===== src/rtl/video_sprite_engine.sv =====
// Multi-sprite overlay for the HDMI video path.
// NUM_SPR rectangles bounce inside the active area, each with a fixed colour.
// Lower sprite indices are drawn on top, and odd-index sprites blink on a frame counter.
// The pixel path is two enabled cycles deep, and sync is delayed by the same amount.
module video_sprite_engine #(
    parameter int ACTIVE_W  = 1920,
    parameter int ACTIVE_H  = 1080,
    parameter int NUM_SPR   = 4,
    parameter int SPR_W     = 64,
    parameter int SPR_H     = 64,
    parameter int STEP      = 2,
    parameter int BLINK_PER = 64
) (
    input  logic        clk_i,
    input  logic        rst_n_i,
    input  logic        cen_i,
    input  logic        vid_sel_i,
    input  logic        freeze_i,
    input  logic [23:0] vid_rgb_i,
    input  logic [1:0]  vh_blank_i,
    input  logic [2:0]  dvh_sync_i,
    output logic [2:0]  dvh_sync_o,
    output logic [23:0] vid_rgb_o,
    output logic        hit_o
);

    localparam int HW    = $clog2(ACTIVE_W);
    localparam int VW    = $clog2(ACTIVE_H);
    localparam int FW    = $clog2(BLINK_PER);
    localparam int LIM_X = ACTIVE_W - SPR_W;
    localparam int LIM_Y = ACTIVE_H - SPR_H;
    localparam int SXW   = HW + 2;
    localparam int SYW   = VW + 2;

    localparam logic [HW:0]            SPR_W_X = (HW + 1)'(SPR_W);
    localparam logic [VW:0]            SPR_H_Y = (VW + 1)'(SPR_H);
    localparam logic signed [SXW-1:0]  STEP_X  = SXW'(STEP);
    localparam logic signed [SYW-1:0]  STEP_Y  = SYW'(STEP);
    localparam logic signed [SXW-1:0]  LIM_XS  = SXW'(LIM_X);
    localparam logic signed [SYW-1:0]  LIM_YS  = SYW'(LIM_Y);

    function automatic logic [HW-1:0] init_x(input int k);
        return HW'((k * 2 * SPR_W) % LIM_X);
    endfunction

    function automatic logic [VW-1:0] init_y(input int k);
        return VW'((k * SPR_H) % LIM_Y);
    endfunction

    function automatic logic [23:0] spr_colour(input int k);
        case (k % 4)
            0:       return 24'hFFFF00;
            1:       return 24'hFF0000;
            2:       return 24'h00FF00;
            default: return 24'h0000FF;
        endcase
    endfunction

    logic [1:0]         r_blank;
    logic [HW-1:0]      r_hcnt;
    logic [VW-1:0]      r_vcnt;
    logic [FW-1:0]      r_frame_cnt;
    logic [HW-1:0]      r_pos_x [NUM_SPR];
    logic [VW-1:0]      r_pos_y [NUM_SPR];
    logic [NUM_SPR-1:0] r_dx_neg;
    logic [NUM_SPR-1:0] r_dy_neg;

    logic [NUM_SPR-1:0] r_s1_hit;
    logic [23:0]        r_s1_rgb;
    logic [2:0]         r_s1_sync;
    logic               r_s1_sel;
    logic [23:0]        r_rgb_o;
    logic [2:0]         r_sync_o;
    logic               r_hit_o;

    logic                  w_hblank_rise;
    logic                  w_vblank_rise;
    logic                  w_blink_off;
    logic [NUM_SPR-1:0]    w_hit;
    logic signed [SXW-1:0] w_sum_x [NUM_SPR];
    logic signed [SYW-1:0] w_sum_y [NUM_SPR];
    logic [HW-1:0]         w_nx [NUM_SPR];
    logic [VW-1:0]         w_ny [NUM_SPR];
    logic [NUM_SPR-1:0]    w_ndx_neg;
    logic [NUM_SPR-1:0]    w_ndy_neg;
    logic [23:0]           w_mix_rgb;

    assign w_hblank_rise = vh_blank_i[0] & ~r_blank[0];
    assign w_vblank_rise = vh_blank_i[1] & ~r_blank[1];
    // Frame counter's top bit is set exactly in the second half of the blink period.
    assign w_blink_off   = r_frame_cnt[FW-1];

    // Per-sprite coverage test of the current input pixel; blanking suppresses every hit.
    always_comb begin
        w_hit = '0;
        for (int k = 0; k < NUM_SPR; k++) begin
            w_hit[k] = ((k % 2 == 0) || !w_blink_off)
                     && (r_hcnt >= r_pos_x[k])
                     && ({1'b0, r_hcnt} < ({1'b0, r_pos_x[k]} + SPR_W_X))
                     && (r_vcnt >= r_pos_y[k])
                     && ({1'b0, r_vcnt} < ({1'b0, r_pos_y[k]} + SPR_H_Y));
        end
        if (|vh_blank_i) begin
            w_hit = '0;
        end
    end

    // Next position and direction of every sprite, clamped at the active-area walls.
    always_comb begin
        w_ndx_neg = r_dx_neg;
        w_ndy_neg = r_dy_neg;
        for (int k = 0; k < NUM_SPR; k++) begin
            w_sum_x[k] = r_dx_neg[k] ? ($signed({2'b00, r_pos_x[k]}) - STEP_X)
                                     : ($signed({2'b00, r_pos_x[k]}) + STEP_X);
            w_sum_y[k] = r_dy_neg[k] ? ($signed({2'b00, r_pos_y[k]}) - STEP_Y)
                                     : ($signed({2'b00, r_pos_y[k]}) + STEP_Y);
            w_nx[k] = w_sum_x[k][HW-1:0];
            w_ny[k] = w_sum_y[k][VW-1:0];
            if (w_sum_x[k][SXW-1] || (w_sum_x[k] == '0)) begin
                w_nx[k]      = '0;
                w_ndx_neg[k] = 1'b0;
            end else if (w_sum_x[k] >= LIM_XS) begin
                w_nx[k]      = HW'(LIM_X);
                w_ndx_neg[k] = 1'b1;
            end
            if (w_sum_y[k][SYW-1] || (w_sum_y[k] == '0)) begin
                w_ny[k]      = '0;
                w_ndy_neg[k] = 1'b0;
            end else if (w_sum_y[k] >= LIM_YS) begin
                w_ny[k]      = VW'(LIM_Y);
                w_ndy_neg[k] = 1'b1;
            end
        end
    end

    // Raster counters, blank edge detect, and once-per-frame sprite motion.
    always_ff @(posedge clk_i or negedge rst_n_i) begin
        if (!rst_n_i) begin
            r_blank     <= '0;
            r_hcnt      <= '0;
            r_vcnt      <= '0;
            r_frame_cnt <= '0;
            for (int k = 0; k < NUM_SPR; k++) begin
                r_pos_x[k]  <= init_x(k);
                r_pos_y[k]  <= init_y(k);
                r_dx_neg[k] <= 1'b0;
                r_dy_neg[k] <= (k % 2 == 1);
            end
        end else if (cen_i) begin
            r_blank <= vh_blank_i;
            r_hcnt  <= vh_blank_i[0] ? '0 : r_hcnt + HW'(1);
            if (vh_blank_i[1]) begin
                r_vcnt <= '0;
            end else if (w_hblank_rise) begin
                r_vcnt <= r_vcnt + VW'(1);
            end
            if (w_vblank_rise && !freeze_i) begin
                r_frame_cnt <= r_frame_cnt + FW'(1);
                for (int k = 0; k < NUM_SPR; k++) begin
                    r_pos_x[k] <= w_nx[k];
                    r_pos_y[k] <= w_ny[k];
                end
                r_dx_neg <= w_ndx_neg;
                r_dy_neg <= w_ndy_neg;
            end
        end
    end

    // Background choice, then the lowest-index hitting sprite paints over it.
    always_comb begin
        w_mix_rgb = r_s1_sel ? r_s1_rgb : 24'h000000;
        for (int k = NUM_SPR - 1; k >= 0; k--) begin
            if (r_s1_hit[k]) begin
                w_mix_rgb = spr_colour(k);
            end
        end
    end

    // Two-stage pixel pipeline: capture hits/video/sync, then register the composite.
    always_ff @(posedge clk_i or negedge rst_n_i) begin
        if (!rst_n_i) begin
            r_s1_hit  <= '0;
            r_s1_rgb  <= '0;
            r_s1_sync <= '0;
            r_s1_sel  <= 1'b0;
            r_rgb_o   <= '0;
            r_sync_o  <= '0;
            r_hit_o   <= 1'b0;
        end else if (cen_i) begin
            r_s1_hit  <= w_hit;
            r_s1_rgb  <= vid_rgb_i;
            r_s1_sync <= dvh_sync_i;
            r_s1_sel  <= vid_sel_i;
            r_rgb_o   <= w_mix_rgb;
            r_sync_o  <= r_s1_sync;
            r_hit_o   <= |r_s1_hit;
        end
    end

    assign vid_rgb_o  = r_rgb_o;
    assign dvh_sync_o = r_sync_o;
    assign hit_o      = r_hit_o;

endmodule


===== config.mk =====
export PLATFORM = sky130hd
export DESIGN_NAME = video_sprite_engine
export DESIGN_NICKNAME = d
export VERILOG_FILES = /design/src/rtl/video_sprite_engine.sv
export SDC_FILE = /design/constraint.sdc
export NUM_CORES = 1
export LEC_CHECK = 0
export CORE_MARGIN = 4
export CORE_UTILIZATION = 45
export DETAILED_ROUTE_END_ITERATION = 10
export HOLD_SLACK_MARGIN = 0.05
export PLACE_DENSITY = 0.75
export REMOVE_ABC_BUFFERS = 1
export SYNTH_ARGS = -nofsm -noshare
export SYNTH_HDL_FRONTEND = slang
export SYNTH_SLANG_ARGS = --single-unit

===== constraint.sdc =====
create_clock -name clk_i -period 2.9 [get_ports clk_i]
set_input_delay 0.29 -clock clk_i [delete_from_list [all_inputs] [get_ports clk_i]]
set_output_delay 0.29 -clock clk_i [all_outputs]
set_load 0.02 [all_outputs]

==> results.env <==
FINAL_CELL_COUNT_NO_FILL=2087
FIRST_GLOBAL_VIAS=12214
POWER.STATIC_LEAKAGE_nW=7.28
MULTI_INPUT_COMB_AREA_MM2=0.00913
NET-SWITCHING-POWER_mW=5.40
SYNTH_MUX_AREA_SHARE_PCT=3.73
SYNTH_COMPOUND_GATE_AREA_SHARE_PCT=20.3
DIE_H_UM=185
POST-DP-HPWL_UM=27000
SYNTH.YOSYS.WARNINGS=0
IOPINCOUNT=62
TIME_THE_WORST_PATH_NEEDS_WITH_I_O_DELAYS_AND_SETUP_PS=2840
ANTENNA_VIOLATING_NETS_POST_ROUTE=0
NETS=1875
PORTION_OF_THE_POST_SYNTHESIS_AREA_USED_BY_SEQUENTIAL_ELEMENTS_PCT=31.6
WORST-PATH-MAX-FANOUT=7
DETAIL_ROUTE.VIAS_PER_CELL=6.00
TRITONCTS='done'
FIN_WORST_SKEW_PS=13.2
DRV_CAP=0
MAX_FREQ_GHz=0.352
TIMING_MAX_TRANSITION_VIOLATIONS_FINAL=0
FRACTION_OF_POWER_CONSUMED_BY_THE_CLOCK_NETWORK_PCT=19.3
POST_DRT_WL_PER_CELL_UM=17.7
CP-END-KIND='flop'
FILLCELLCOUNT=2686
NUM_ROWS=64
TOTAL_POWER_DIVIDED_BY_CELL_AREA_mW_PER_MM2=754
SYN-MEAN-INSTANCE-AREA_UM2=8.89
DETAIL_ROUTE.FIRST_PASS.ITERATIONS=5
SETUP-VIOLATIONS-FINAL=0
ROOT_BUFFER='clkbuf_16'
SEQ_POWER_SHARE_PCT=31.4
CRITICAL_PATH_CLASS='reg2reg'
PIN_COUNT_OF_THE_BIGGEST_NET_ENTERING_GLOBAL_ROUTING=57
CLK_PIN_SLEW_WORST_PATHS_PS=80
CTS.HTREE.LEVELS=4
INITIAL_UTILIZATION_PCT=45.9
FINALCRITPERIODSHARE_PCT=98.1
MIN-DELAY-PATH-CLASS='in2async'
SW_FRAC_OF_TOTAL_PCT=43.7
PLACE.GP.CONGESTION=0.913
GRT_REMAINING_OVERFLOW=0
FLOORPLAN.DIE_AREA_MM2=0.0343
NUMPORTBUFFERS=61
TIMING.CRITICAL_PATH.FROM_TYPE='flop'
YS.FLOP_TYPE='dfrtp_1'
POWER_FRAC_COMB_PCT=49.4
DIODES=0
SYNTH-EDFF-COUNT=0
TOTAL_INSTANCE_COUNT_AFTER_DETAILED_PLACEMENT=2050
ANTENNA_FOUND_INITIAL=0
COMBINATIONAL_FAMILY_WITH_THE_MOST_AREA_AFTER_SYNTHESIS='compound AO/OA/AOI/OAI gates'
SYNTH_XOR_AREA_SHARE_PCT=6.19
TIMING.FINAL.HOLD_VIOLATIONS=0
HEADROOM_TO_THE_MAX_SLEW_LIMIT_PCT=53.1
SYNTH_FA_HA_AREA_SHARE_PCT=14.4
OUTCOME='completed'
NUM_CTS_BUFFERS=17
ASYNC_FLOP_SHARE_PCT=100
SYNTH.CELL_AREA_MM2=0.0141
CLK_LATENCY_PS=450
CLK_PATH_BUF_DEPTH=2
GRT_UTIL_ALL_LAYERS_PCT=21.2
FLOORPLAN.DIE.WIDTH_UM=185
VIAS=12530
NETLIST_INSTANCES=1591
SYNTH_CELL_TYPE_COUNT=94
CP_DATA_REQUIRED_TIME_PS=3260
FLOORPLAN.CORE_AREA_MM2=0.0308
WORST-ENDPOINT-ARRIVAL_PS=3210
CLKSINKCOUNT=178
CELLINTERNALPOWER_mW=6.96
SYNTH-SIMPLE-AREA-SHARE_PCT=18.3
WORST_IR_DROP_ON_VDD_mV=0.497
AREA_GROWTH_PCT=15.9
FINAL.SETUP.TNS_PS=0
POSTSYNTHREGISTERBITS=178
NUMBER_OF_DESIGN_RULE_VIOLATIONS_LEFT_AFTER_DETAIL_ROUTING=0
TIGHTESTPINTRANSITION_PS=702
CORE_UTIL_FINAL_PCT=53.2
FINALWIRELENGTH_UM=36900
DETAIL_ROUTE.ITER0.VIOLATIONS=1215
SEQUENTIAL_CELL_AREA_MM2=0.00447
DRIVE_ABOVE_1_SHARE_PCT=13.8
RSZ0062_AT_GRT='yes'
GRT_PASS1_WL_UM=60400
metal layers:
layer	global-route usage, %	wire length (um)
met5	0	0
met4	5.64	711
met3	2.85	1460
met2	36.8	18600
met1	27.8	16200
placed cells by master (no fill, tap or decap), types with 7 or more instances in the layout:
cell type / instances
inv_1: 111
nor2b_1: 12
dfrtp_1: 163
dfstp_2: 10
and4b_1: 9
and3_1: 15
a21oi_1: 103
or4_1: 7
mux2i_1: 11
nand3b_1: 9
nand4b_1: 10
nand2_1: 105
nor4_1: 15
a211oi_1: 8
a22oi_1: 10
xnor2_1: 84
nor3_1: 26
nor2_1: 118
mux2_2: 35
ha_1: 159
nand3_1: 33
o2bb2ai_1: 12
nand2b_1: 11
clkdlybuf4s50_1: 59
clkbuf_16: 17
or3_4: 7
o22ai_1: 26
o211ai_1: 16
and2_1: 17
o31ai_1: 19
a31oi_1: 19
buf_4: 80
xor2_1: 16
or3_1: 18
nand4_1: 24
o21ai_0: 82
o21a_1: 19
a21o_1: 17
Yosys cell counts, types with 10 or more instances:
cell	n	area, um^2
xnor2_1	84	736
nor2b_1	12	75.1
a22oi_1	11	82.6
nand4b_1	10	87.6
a21o_1	17	128
nor4_1	16	100
clkbuf_1	57	214
inv_1	112	420
xor2_1	16	140
nand4_1	24	150
or3_1	24	150
o21a_1	19	143
o31ai_1	21	158
dfstp_2	10	263
nor3_1	29	145
o211ai_1	16	120
o21ai_0	84	420
mux2_2	35	394
a21oi_1	103	515
nand3_1	34	170
mux2i_1	12	120
nor2_1	119	447
nand2_1	105	394
and2_1	17	106
o22ai_1	26	163
and3_1	15	93.8
o2bb2ai_1	12	105
ha_1	163	2040
a31oi_1	20	125
dfrtp_1	168	4200
nand2b_1	11	68.8
cell families (layout without fill, tap and decap cells):
kind of cell | count (synthesis) | after routing
simple gates | 485 | 485
compound gates | 427 | 427
buf+inv | 190 | 290
flops | 178 | 178
fa+ha+maj | 163 | 163
xor+xnor | 100 | 100
mux | 48 | 48
critical path, cell delays in order (launching register included):
cell and delay, ps:
dfrtp_1 450, or3_4 440, o41ai_4 480, or2_2 220, nor3_1 50, o211a_2 290
or2_4 250, or3_4 360, o31ai_2 210
sequential cells by signal, summed over array words and instances, names as in the netlist:
| signal | cells |
|---|---|
| r_dx_neg | 4 |
| r_hcnt | 11 |
| r_s1_sync | 3 |
| r_blank | 2 |
| r_frame_cnt | 6 |
| r_s1_hit | 4 |
| vid_rgb_o | 24 |
| r_vcnt | 11 |
| r_s1_sel | 1 |
| dvh_sync_o | 3 |
| r_pos_y | 40 |
| r_dy_neg | 4 |
| hit_o | 1 |
| r_s1_rgb | 24 |
| r_pos_x | 40 |
through the flow:
stage | area [um^2] | worst slack [ps] | hold slack [ps] | total power, mW
final | 16400 | 55.3 | 380 | 12.4
after detailed placement | 15500 | -110 | 290 | 9.64
after global placement | 15500 | -53.4 | 291 | 9.43
after CTS | 16100 | 5.39 | 372 | 12.1
after floorplan | 13800 | -3390 | -5.59 | 7.88
after global routing | 16400 | -35.9 | 396 | 13.3
worst paths after layout:
path                                        to      startpoint  cells past startpoint  slack [ps]
worst max-delay path               r_pos_x[14]     r_pos_x[15]                      8          60
worst min-delay path               r_pos_x[21]         rst_n_i                      2         380
worst max register to register     r_pos_x[14]     r_pos_x[15]                      8          60
worst min register to register  r_frame_cnt[4]  r_frame_cnt[4]                      1         480
max in group asynchronous          r_pos_x[29]         rst_n_i                      3        1610
min in group clk_i                 r_s1_hit[1]           cen_i                      3         380
cell type report:
cell class	instances	share of cell area (%)
inverter	114	2.61
clock inverter	15	1.12
sequential	178	27.3
tap	396	3.02
clock buffer	17	2.60
timing repair buffer	144	7.67
multi-input combinational	1223	55.7
power groups by stage:
stage                     clock (mW)  combinational [mW]  sequential [mW]
final                           2.38                6.10             3.87
after global routing            2.53                6.79             3.96
after CTS                       2.44                5.84             3.82
after detailed placement           0                5.77             3.87
after global placement             0                5.61             3.83
after floorplan                    0                3.99             3.89
repair_timing:
item | in CTS | in global routing
pin swaps | 1 | 5
endpoints found under the hold margin | 49 | 0
endpoints found under the setup margin | 9 | 36
hold buffers | 1 | 0
resized for setup | 4 | 47
buffers inserted | 0 | 4
(Power assumes the default switching activity.)
